[config.mk]
export PLATFORM = sky130hd
export DESIGN_NAME = shift_add_multiplier
export DESIGN_NICKNAME = d
export VERILOG_FILES = /design/src/rtl/shift_add_multiplier.sv
export SDC_FILE = /design/constraint.sdc
export NUM_CORES = 1
export LEC_CHECK = 0
export BUFFER_PORTS_ARGS = -buffer_cell sky130_fd_sc_hd__buf_4
export CAP_MARGIN = 40
export CORE_ASPECT_RATIO = 1.75
export CORE_MARGIN = 10
export CORE_UTILIZATION = 30
export DETAILED_ROUTE_END_ITERATION = 8
export PLACE_DENSITY_LB_ADDON = 0.25
export SYNTH_ARGS = -nofsm -noshare
export SYNTH_HDL_FRONTEND = slang
export SYNTH_SLANG_ARGS = --single-unit
[constraint.sdc]
create_clock -name clk -period 3.5 [get_ports clk]
set_input_delay 0.875 -clock clk [delete_from_list [all_inputs] [get_ports clk]]
set_output_delay 0.875 -clock clk [all_outputs]
set_load 0.02 [all_outputs]
[src/rtl/shift_add_multiplier.sv]
// Multi-cycle unsigned WIDTH x WIDTH shift-add multiplier for the execute stage.
// One partial product per cycle is accumulated through a 64-bit hybrid adder.

// 4-bit carry-lookahead block: the carry inside the block is computed in parallel.
module cla_4 (
  input  logic [3:0] a,
  input  logic [3:0] b,
  input  logic       cin,
  output logic [3:0] sum,
  output logic       cout
);

  logic [3:0] g;
  logic [3:0] p;
  logic [4:0] c;

  // NOTE: every output of a combinational block gets a value on every path, so no latch is inferred.
  always_comb begin
    g    = a & b;
    p    = a ^ b;
    c[0] = cin;
    c[1] = g[0] | (p[0] & cin);
    c[2] = g[1] | (p[1] & g[0]) | (p[1] & p[0] & cin);
    c[3] = g[2] | (p[2] & g[1]) | (p[2] & p[1] & g[0]) | (p[2] & p[1] & p[0] & cin);
    c[4] = g[3] | (p[3] & g[2]) | (p[3] & p[2] & g[1]) | (p[3] & p[2] & p[1] & g[0])
         | (p[3] & p[2] & p[1] & p[0] & cin);
    sum  = p ^ c[3:0];
    cout = c[4];
  end

endmodule

// 64-bit hybrid adder: lookahead inside each 4-bit block, ripple between blocks.
module hybrid_adder_64 (
  input  logic [63:0] a,
  input  logic [63:0] b,
  input  logic        cin,
  output logic [63:0] sum,
  output logic        cout
);

  logic [16:0] carry;

  assign carry[0] = cin;
  assign cout     = carry[16];

  for (genvar i = 0; i < 16; i++) begin : g_blk
    cla_4 u_cla (
      .a    (a[4*i +: 4]),
      .b    (b[4*i +: 4]),
      .cin  (carry[i]),
      .sum  (sum[4*i +: 4]),
      .cout (carry[i+1])
    );
  end

endmodule

module shift_add_multiplier #(
  parameter int WIDTH = 32,  // only 32 matches the 64-bit adder
  parameter int CNT_W = 5    // 2**CNT_W must equal WIDTH
) (
  input  logic               clk,
  input  logic               rst_n,
  input  logic               start,
  input  logic [WIDTH-1:0]   a,
  input  logic [WIDTH-1:0]   b,
  output logic               busy,
  output logic               done,
  output logic [2*WIDTH-1:0] product
);

  localparam int PW = 2 * WIDTH;

  typedef enum logic [1:0] {
    IDLE = 2'd0,
    RUN  = 2'd1,
    DONE = 2'd2
  } state_t;

  state_t             state_q;
  state_t             state_d;
  logic [PW-1:0]      mcand_q;
  logic [WIDTH-1:0]   mplier_q;
  logic [PW-1:0]      acc_q;
  logic [CNT_W-1:0]   cnt_q;
  logic [PW-1:0]      addend;
  logic [PW-1:0]      sum;
  logic               adder_cout_unused;  // cannot assert for a WIDTH x WIDTH product
  logic               last_iter;

  assign addend    = mplier_q[0] ? mcand_q : '0;
  assign last_iter = (cnt_q == CNT_W'(WIDTH - 1));

  hybrid_adder_64 u_adder (
    .a    (acc_q),
    .b    (addend),
    .cin  (1'b0),
    .sum  (sum),
    .cout (adder_cout_unused)
  );

  // NOTE: sequential state uses non-blocking assignments so every register samples pre-edge values.
  always_ff @(posedge clk or negedge rst_n) begin
    if (!rst_n) begin
      state_q <= IDLE;
    end else begin
      state_q <= state_d;
    end
  end

  always_comb begin
    state_d = state_q;
    case (state_q)
      IDLE:    if (start) state_d = RUN;
      RUN:     if (last_iter) state_d = DONE;
      DONE:    state_d = IDLE;
      default: state_d = IDLE;
    endcase
  end

  // NOTE: the datapath registers are few and flat, so they are all reset; an abort leaves no stale partial state.
  always_ff @(posedge clk or negedge rst_n) begin
    if (!rst_n) begin
      mcand_q  <= '0;
      mplier_q <= '0;
      acc_q    <= '0;
      cnt_q    <= '0;
      product  <= '0;
    end else begin
      case (state_q)
        IDLE: begin
          if (start) begin
            mcand_q  <= {{WIDTH{1'b0}}, a};
            mplier_q <= b;
            acc_q    <= '0;
            cnt_q    <= '0;
          end
        end
        RUN: begin
          acc_q    <= sum;
          mcand_q  <= mcand_q << 1;
          mplier_q <= mplier_q >> 1;
          cnt_q    <= cnt_q + 1'b1;
          // The previous product stays visible until the final sum is ready.
          if (last_iter) product <= sum;
        end
        default: ;
      endcase
    end
  end

  assign busy = (state_q == RUN);
  assign done = (state_q == DONE);

endmodule

# --- Word level (Yosys, flattened, before mapping) ---
# Cells that the tools add are included.
word_totals:
  ff_bits: 231
  input_bits: 67
  output_inout_bits: 66
classes:
  n_addsub: 1
  eq_ne: 5
  n_mux: 12
  bitwise_logic: 442
  n_reduce_logical: 5
op_table:
  columns: ["cell", "count"]
  rows:
  - ["one-hot mux 64 bit (2 select lines)", 2]
  - ["bitwise AND 1 bit", 242]
  - ["two-way mux 64 bit", 3]
  - ["OR 1 bit", 152]
  - ["bitwise XOR 4 bit", 32]
  - ["one-hot mux 32 bit (2 select lines)", 1]
  - ["bitwise AND 4 bit", 15]
  - ["two-way mux 32 bit", 1]
  - ["one-hot mux 5 bit (2 select lines)", 1]
  - ["AND reduction 2 bit", 3]
  - ["adder 5 x 1 -> 5 bit, second input constant", 1]
  - ["== test 5 bit, second input constant", 1]
  - ["two-way mux 5 bit", 1]
  - ["two-way mux 2 bit", 2]
  - ["one-hot mux 2 bit (2 select lines)", 1]
  - ["bitwise AND 3 bit", 1]
  - ["== test 2 x 1 -> 1 bit, second input constant", 1]
  - ["== test 2 bit, second input constant", 1]
  - ["zero test 2 bit", 1]
  - ["!= test 2 x 1 -> 1 bit, second input constant", 1]
  - ["!= test 2 bit, second input constant", 1]
  - ["nonzero test 2 bit", 1]

# --- Depth between registers and ports, before layout ---
# Gate-level depths: netlist (run 1).
depth:
  ltp_word: 38
  depth_mapped: 15

# --- Cells and area by module ---
# A second synthesis (run 1) with hierarchy kept.
unflattened:
  cells_unflattened: 1016
  area_unflattened_um2: 11994.0
by_module_without_submodules:
  columns: ["module", "n_inst", "cells_per_inst", "area_per_inst_um2"]
  rows:
  - ["shift_add_multiplier", 1, 787, 9793.1]
  - ["cla_4 (u_adder.g_blk[14].u_cla ...)", 10, 13, 132.6]
  - ["cla_4 (u_adder.g_blk[0].u_cla ...)", 5, 17, 147.6]
  - ["cla_4 (u_adder.g_blk[9].u_cla)", 1, 14, 136.4]

# --- Worst setup path after synthesis (run 1) ---
# OpenSTA, ideal clock, no wires.
synth_timing:
  path_type: "register -> register"
  from: "register mplier_q[0]"
  to: "register acc_q[44]"
  t_arrival_ps: 3481
  required_ps: 3379
  slack_ps: -102
  stages_incl_launch_ff: 14
  path_buffers: 2
  synth_period_minus_slack_ps: 3602
  path_cell_list: "dfrtp_1 > clkbuf_1 > clkbuf_1 > and2_1 > ha_1 > a21oi_2 > o21ai_2 > a22o_1 > a221o_1 > or4_1 > and2_4 > a21o_2 > fa_1 > a22o_1"
synth_between:
  elab_chain_len: 28
  elab_cells_between_ends: 144
synth_rtl:
  columns: ["item", "line", "rtl"]
  rows:
  - ["from (decl)", "84", "logic [WIDTH-1:0] mplier_q;"]
  - ["from (signal assigned)", "143", "mplier_q <= mplier_q >> 1;"]
  - ["two-way mux 64 bit *", "92", "assign addend = mplier_q[0] ? mcand_q : '0;"]
  - ["bitwise XOR 4 bit or bitwise AND 4 bit (tied branches)", "20, 19", null]
  - ["bitwise AND 1 bit (on tied branches)", null, null]
  - ["OR 1 bit, or another cell as far along", "25", "c[4] = g[3] | (p[3] & g[2]) | (p[3] & p[2] & g[1]) | (p[3] & p[2] & p[1] & g[0])"]
  - ["OR 1 bit or bitwise AND 1 bit (tied branches)", "25", null]
  - ["OR 1 bit", "25", null]
  - ["bitwise AND 1 bit", "26", "| (p[3] & p[2] & p[1] & p[0] & cin);"]
  - ["OR 1 bit", "26", null]
  - ["(+13 left out)", null, null]
  - ["OR 1 bit", "26", null]
  - ["bitwise AND 1 bit", "26", null]
  - ["OR 1 bit", "26", null]
  - ["bitwise AND 1 bit", "26", null]
  - ["OR 1 bit", "26", null]
  - ["bitwise XOR 4 bit *", "27", "sum = p ^ c[3:0];"]
  - ["named net sum[44]", "88", "logic [PW-1:0] sum;"]
  - ["one-hot mux 64 bit (2 select lines) *", "131", "case (state_q)"]
  - ["to (signal assigned)", "141", "acc_q <= sum;"]
  - ["to (decl)", "85", "logic [PW-1:0] acc_q;"]
# The timed path passes the listed nets; every way through them passes the cells marked *.
# A chain may end at the register's enable or synchronous reset.

# --- Worst setup path after layout (run 1) ---
layout_timing:
  from: "register mplier_q[0]"
  to: "register acc_q[45]"
layout_between:
  elab_chain_len: 30
  elab_cells_between_ends: 147
layout_rtl:
  columns: ["item", "line", "rtl"]
  rows:
  - ["two-way mux 64 bit *", "92", null]
  - ["bitwise XOR 4 bit or bitwise AND 4 bit (tied branches)", "20, 19", null]
  - ["bitwise AND 1 bit (on tied branches)", null, null]
  - ["OR 1 bit, or another cell as far along", "25", null]
  - ["OR 1 bit or bitwise AND 1 bit (tied branches)", "25", null]
  - ["OR 1 bit", "25", null]
  - ["bitwise AND 1 bit", "26", null]
  - ["OR 1 bit", "26", null]
  - ["(+14 left out)", null, null]
  - ["bitwise AND 1 bit", "26", null]
  - ["OR 1 bit", "26", null]
  - ["bitwise AND 1 bit", "26", null]
  - ["OR 1 bit", "26", null]
  - ["bitwise AND 1 bit", "22", "c[1] = g[0] | (p[0] & cin);"]
  - ["OR 1 bit", "22", null]
  - ["bitwise XOR 4 bit *", "27", null]
  - ["one-hot mux 64 bit (2 select lines) *", "131", null]
# Every way passes the cells marked *; elsewhere a longest branch is shown, timed or not.

==> results of run 1 <==
## worst paths after layout
check	startpoint	to	slack (ns)	cells after the start
worst max-delay path	mplier_q[0]	acc_q[45]	0.004	13
worst min-delay path	rst_n	mplier_q[24]	0.33	1
worst max register to register	mplier_q[0]	acc_q[45]	0.004	13
worst min register to register	product[40]	product[40]	0.47	2
max in group asynchronous	rst_n	product[62]	2.42	2
min in group clk	product[40]	product[40]	0.47	2
## worst max-delay path, delay by kind of cell, from the launching register on
family          cells  cell delay [ns]
compound gates      5             1.07
xor+xnor            1             0.18
fa+ha+maj           2             0.59
buf+inv             1             0.16
flops               1             0.44
simple gates        4             0.90
## layout make-up
class	count	area [µm²]	share of cell area [%]
flip-flops and latches	231	5784	35.53
multi-input cells	986	6828	41.94
repair buffers	258	2037	12.51
inverters	20	76.32	0.4688
clock buffers	35	733.2	4.504
well taps	555	694.4	4.266
clock inverters	9	126.4	0.7763
## what timing repair did
action                                  CTS  global route
setup buffers                             1             5
endpoints found under the setup margin   48            65
cloned                                    0             1
pin swaps                                 5            12
resized for setup                        16            43
## power groups by stage
stage          registers, mW  logic [mW]  clock network [mW]
2_1_floorplan           4.75        3.17                   0
3_3_place_gp            4.66        5.50                   0
3_5_place_dp            4.67        5.64                   0
4_1_cts                 4.65        5.69                2.89
5_1_grt                 4.80        6.44                2.98
6_report                4.64        5.78                2.80
## metal layers
layer  up-vias  wire length, µm
met4         0              976
met1      5158            15040
met5         -                0
met2       178            20100
li1       5100                -
met3        46             1261
## state kept, by name, indices dropped and copies added, names as in the netlist
signal    flops
mplier_q     32
state_q       2
product      64
acc_q        64
mcand_q      64
cnt_q         5
## logic make-up (layout without fill, tap and decap cells)
| group | count (synthesis) | after routing | share of synthesized area [%] |
|---|---|---|---|
| adder cells (fa/ha/maj) | 81 | 81 | 8.985 |
| multiplexers | 2 | 2 | 0.1587 |
| AO/OA/AOI/OAI | 437 | 437 | 21.55 |
| XOR/XNOR | 38 | 38 | 2.638 |
| flip-flops | 231 | 231 | 45.82 |
| buffers and inverters | 104 | 322 | 3.273 |
| AND/OR/NAND/NOR | 428 | 428 | 17.57 |
## cells in the final DEF, fill, tap and decap left out, drive strengths merged, types with 4 or more instances in the layout
master | synthesis | routed
buf | 5 | 257
dfrtp | 231 | 231
nand2 | 190 | 190
o21ai | 171 | 171
a21oi | 107 | 107
and2 | 67 | 67
ha | 65 | 65
a22o | 51 | 51
nor2b | 40 | 40
a22oi | 36 | 36
clkbuf | 79 | 36
xnor2 | 28 | 28
and3b | 27 | 27
nor2 | 25 | 25
inv | 19 | 18
fa | 16 | 16
nand3 | 14 | 14
a21o | 14 | 14
nor3 | 11 | 11
nand4 | 11 | 11
nand2b | 11 | 11
xor2 | 10 | 10
o31ai | 9 | 9
clkinv | 1 | 7
a31oi | 6 | 6
o21a | 5 | 5
nand4b | 5 | 5
a211o | 5 | 5
and3 | 5 | 5
a32oi | 4 | 4
o211ai | 4 | 4
or3 | 4 | 4
==> flow_summary.yaml, run 1 <==
clock_tree:
  cts_tree: "done"
  cts-root-buf: "clkbuf_16"
  clk_pin_slew_ns: 0.07
  cts.sinks: 231
  clk_latency_ns: 0.53
  cts_max_level: 1
  ctsHoldBuffers: 0
  cts_made_buffers: 24
  clockBufferDepth: 3
power:
  power_frac_seq_pct: 35.1
  switching_share_pct: 38.15
  pwr-share-clk_pct: 21.2
  power_density_nw_per_um2: 811.8
  total_power_mw: 13.22
  ir_drop_uv: 368.0
  leakage_nw: 7.612
  p_int_mw: 8.174
  switching_power_mw: 5.042
  comb_power_share_pct: 43.7
logic_synthesis:
  ys_ff_latch: 231
  yosysTopAreaCellShare_pct: 45.82
  synthCells: 1321
  yosys.cell_types.count: 66
  synthTopCellsByCount: "231 x dfrtp_1, 190 x nand2_1, 168 x o21ai_0"
  syn_area_um2: 12620
  syn_area_per_cell_um2: 9.550
  synth.most_common_cell: "dfrtp_1"
  syn_nets: 1469
  synth_ff_type: "dfrtp_1"
  synth_area_leader_cell: "dfrtp_1"
  ys_seq_area_share_pct: 45.82
  synth_edf_count: 0
  synthTopCellsByArea: "dfrtp_1 46%, o21ai_0 6.7%, ha_1 6.4%"
  yosys_warnings: 0
  synthArstFlopShare_pct: 100.0
worst_setup_path:
  worst_setup_path_end_kind: "flop"
  worstSetupStartpointType: "flop"
  critPathKind: "flop to flop"
  critPathMaxStageDelay_ns: 0.51
  critPathRequiredTime_ns: 3.90
  critPathSlowestCell: "or4_4"
  path_cells: "buf_12 > and2_1 > ha_4 > a21oi_4 > nor2b_1 > a211o_1 > a221o_2 > or4_4 > and2_4 > a21o_2 > fa_2 > xnor2_2 > o21ai_1"
  cp_data_arrival_time_ns: 3.89
  critPathMaxFanout: 17
sta:
  period_share_pct: 99.87
  timing.final.crit_period_ns: 3.496
  fmaxAchievable_ghz: 0.2861
  hold_viol: 0
  worst_slack_ns: 0.004438
  slew_headroom_pct: 44.87
  worst_pin_slew_ns: 0.8270
  fin_worst_hold_slack_ns: 0.3320
  slew_violations: 0
  rsz0062_at_grt: "yes"
  finClkSkew_ns: 0.01493
  fin_tns_setup_ns: 0
  setup_violations: 0
cells_and_area:
  nNetsFinal: 1669
  fin_util_pct: 39.11
  n_antenna_cell: 0
  design_area_um2: 16280
  drive_gt1_share_pct: 24.24
  fillCellCount: 4211
  final_cells: 2094
  synthToLayoutAreaGrowth_pct: 29.04
global_route:
  grt_util_met2_pct: 26.96
  grt_max_degree: 83
  grt_pass1_vias: 11096
  grtUsageMet3_pct: 2.022
  grtUsageTotal_pct: 14.36
  overflow: 0
  met1_usage_pct: 16.20
  antenna_found_initial: 0
  top_usage_layer: "met2"
  grt_first_pass_wirelength_um: 60560
routing:
  dr.pass1.iters: 4
  drt_iter0_markers: 446
  wirelength_um: 37380
  vias_per_cell: 5.006
  vias: 10482
  route.detailed.drc: 0
  ant_nets: 0
  wire_per_inst_um: 17.85
worst_hold_path:
  holdCritPathClass: "input port to async pin"
floorplan:
  core-area_um2: 41620
  ios: 133
  die_w_um: 175.0
  die_y_um: 291.3
  num_rows: 99
  start_util_pct: 30.31
  die-area_um2: 50980
place:
  gp_congestion: 0.8141
  place_ws_ns: -0.1910
  hpwl_um: 26010
  dpl-instance-area_um2: 15080
  io_buffers: 132
  place_inst: 2043
job:
  drv_cap: 0
outcome:
  status: "finished clean"
Power figures use the tool's default switching activity.
==> run 2, diff against run 1 <==
--- a/config.mk
+++ b/config.mk
@@ -12,6 +12,7 @@
 export CORE_UTILIZATION = 30
 export DETAILED_ROUTE_END_ITERATION = 8
 export PLACE_DENSITY_LB_ADDON = 0.25
+export SETUP_SLACK_MARGIN = 0.05
 export SYNTH_ARGS = -nofsm -noshare
 export SYNTH_HDL_FRONTEND = slang
 export SYNTH_SLANG_ARGS = --single-unit
==> run 2 against run 1 <==
  * The run now ends with setup timing left
  * Sequential power barely moved
  * Die area did not move
  * Clock skew fell by 0.0052 ns
  * Worst setup slack got worse by 0.043 ns
  * Sequential cell count did not move
  * Critical path depth rose by 1
  * Critical path type unchanged
  * Critical endpoint is now acc_q[44]
==> flow_summary.yaml, run 2 (synthesis gave the netlist of run 1 again) <==
outcome:
  status: "complete, but fails checks"
  failed_checks: "setup timing"
cells_and_area:
  n_antenna_cell: 0
  synthToLayoutAreaGrowth_pct: 33.51
  nNetsFinal: 1696
  fillCellCount: 4170
  final_cells: 2123
  final_common_cell: "buf_4"
  fin_util_pct: 40.47
  final_cell_mix: "265 x buf_4, 228 x dfrtp_1, 183 x nand2_1, 152 x o21ai_0, 91 x a21oi_1"
  reg.largest.list: "acc_q (64), mcand_q (64), product (64)"
  drive_gt1_share_pct: 28.51
worst_setup_path:
  critPathMaxFanout: 6
  worst_setup_path_end_kind: "flop"
  critPathMaxStageDelay_ns: 0.45
  critPathRequiredTime_ns: 3.94
  critPathSlowestCell: "or4_4"
  path_cells: "buf_6 > buf_16 > buf_8 > and2_4 > ha_4 > a21oi_4 > o21ai_2 > a22o_1 > a221o_1 > or4_4 > and2_4 > a21o_4 > fa_2 > a22o_1"
  rr_worst_depth: 14
  worstSetupStartpointType: "flop"
  cp_data_arrival_time_ns: 3.98
  critPathKind: "flop to flop"
global_route:
  antenna_found_initial: 0
  grt_first_pass_wirelength_um: 60780
  grtUsageTotal_pct: 14.45
  grt_pass1_vias: 11345
  grt_max_degree: 119
  overflow: 0
worst_hold_path:
  holdCritPathClass: "input port to async pin"
floorplan:
  die_y_um: 291.3
  core-area_um2: 41620
  num_rows: 99
  ios: 133
  die_w_um: 175.0
  start_util_pct: 30.31
  die-area_um2: 50980
sta:
  timing.final.crit_period_ns: 3.538
  worst_pin_slew_ns: 0.8107
  finClkSkew_ns: 0.009721
  fmaxAchievable_ghz: 0.2826
  period_share_pct: 101.1
  slew_headroom_pct: 45.81
  slew_violations: 0
  fin_tns_setup_ns: -0.06792
  hold_viol: 0
  setup_violations: 4
  rsz0062_at_grt: "yes"
  worst_slack_ns: -0.03837
clock_tree:
  cts.sinks: 231
  clk_pin_slew_ns: 0.07
  clockBufferDepth: 3
  cts_max_level: 1
  cts-root-buf: "clkbuf_16"
  cts_made_buffers: 26
  ctsHoldBuffers: 0
  cts_tree: "done"
  clk_latency_ns: 0.55
routing:
  wire_per_inst_um: 17.91
  vias_per_cell: 4.991
  vias: 10595
  wirelength_um: 38020
  drt_iter0_markers: 363
  dr.pass1.iters: 4
  ant_nets: 0
  route.detailed.drc: 0
power:
  leakage_nw: 7.820
  ir_drop_uv: 467.5
  power_density_nw_per_um2: 811.5
place:
  io_buffers: 132
  hpwl_um: 25990
  place_inst: 2061
  gp_congestion: 0.8214
job:
  drv_cap: 0
[run 2: cell types whose count changed in the layout (fill, tap and decap cells not counted), moves of 5 or more]
cell	previous run	this run
a21oi_1	96	91
and2_1	62	52
nand2_1	188	183
buf_4	250	265
ha_4	13	21
and2_4	5	15
o21ai_0	157	152
ha_1	51	39
buf_6	0	7
[run 2: per-stage QoR]
| step | worst slack (ns) | hold WS (ns) | total power, mW | cell area [µm²] |
|---|---|---|---|---|
| 3_3_place_gp | -0.2174 | 0.4658 | 10.21 | 15240 |
| 4_1_cts | -0.05336 | 0.3304 | 13.51 | 16380 |
| 5_1_grt | -0.1115 | 0.3328 | 14.67 | 16840 |
| 2_1_floorplan | 0.08137 | 0.4551 | 7.937 | 12770 |
| 3_5_place_dp | -0.2347 | 0.4657 | 10.37 | 15240 |
| 6_report | -0.03837 | 0.3007 | 13.67 | 16840 |
[run 2: per-layer routing]
metal,vias to the layer above,wire length (µm),GRT usage [%]
li1,5149,-,-
met1,5218,15340,16.30
met2,178,20260,26.77
met3,50,1335,2.269
met4,0,1092,4.896
met5,-,0,0
[run 2: final timing paths]
| check | start | slack, ns | endpoint |
|---|---|---|---|
| min in group clk | product[36] | 0.48 | product[36] |
| setup reg to reg | mplier_q[0] | -0.04 | acc_q[44] |
| max in group asynchronous | rst_n | 2.40 | product[27] |
| hold reg to reg | product[36] | 0.48 | product[36] |
| setup / recovery | mplier_q[0] | -0.04 | acc_q[44] |
| hold / removal | rst_n | 0.30 | mplier_q[31] |
[run 2: power breakdown]
group          switching, mW  leakage, nW  total, mW  internal [mW]
clock network           1.19        0.431       2.89           1.70
logic                   3.18         4.41       6.12           2.94
registers              0.879         2.98       4.65           3.77
[run 2: layout make-up]
cell class / count / area, µm² / area share (%)
Clock inverter: 13 / 158.9 / 0.9434
Tap cell: 555 / 694.4 / 4.123
Inverter: 20 / 76.32 / 0.4531
Sequential cell: 231 / 5784 / 34.34
Timing Repair Buffer: 283 / 2277 / 13.52
Clock buffer: 35 / 735.7 / 4.368
Multi-Input combinational cell: 986 / 7117 / 42.25
[run 2: critical path: cells and delay by family, from the launching register on]
kind,cells,cell delay [ns]
AO/OA/AOI/OAI,6,1.24
adder cells (fa/ha/maj),2,0.57
buffers and inverters,3,0.42
flip-flops,1,0.43
AND/OR/NAND/NOR,3,0.77
[run 2: repair_timing]
action / in CTS / in global routing
pin swaps: 8 / 39
buffers inserted: 6 / 7
setup endpoints to repair: 49 / 63
cloned: 2 / 0
gates resized for setup: 38 / 90
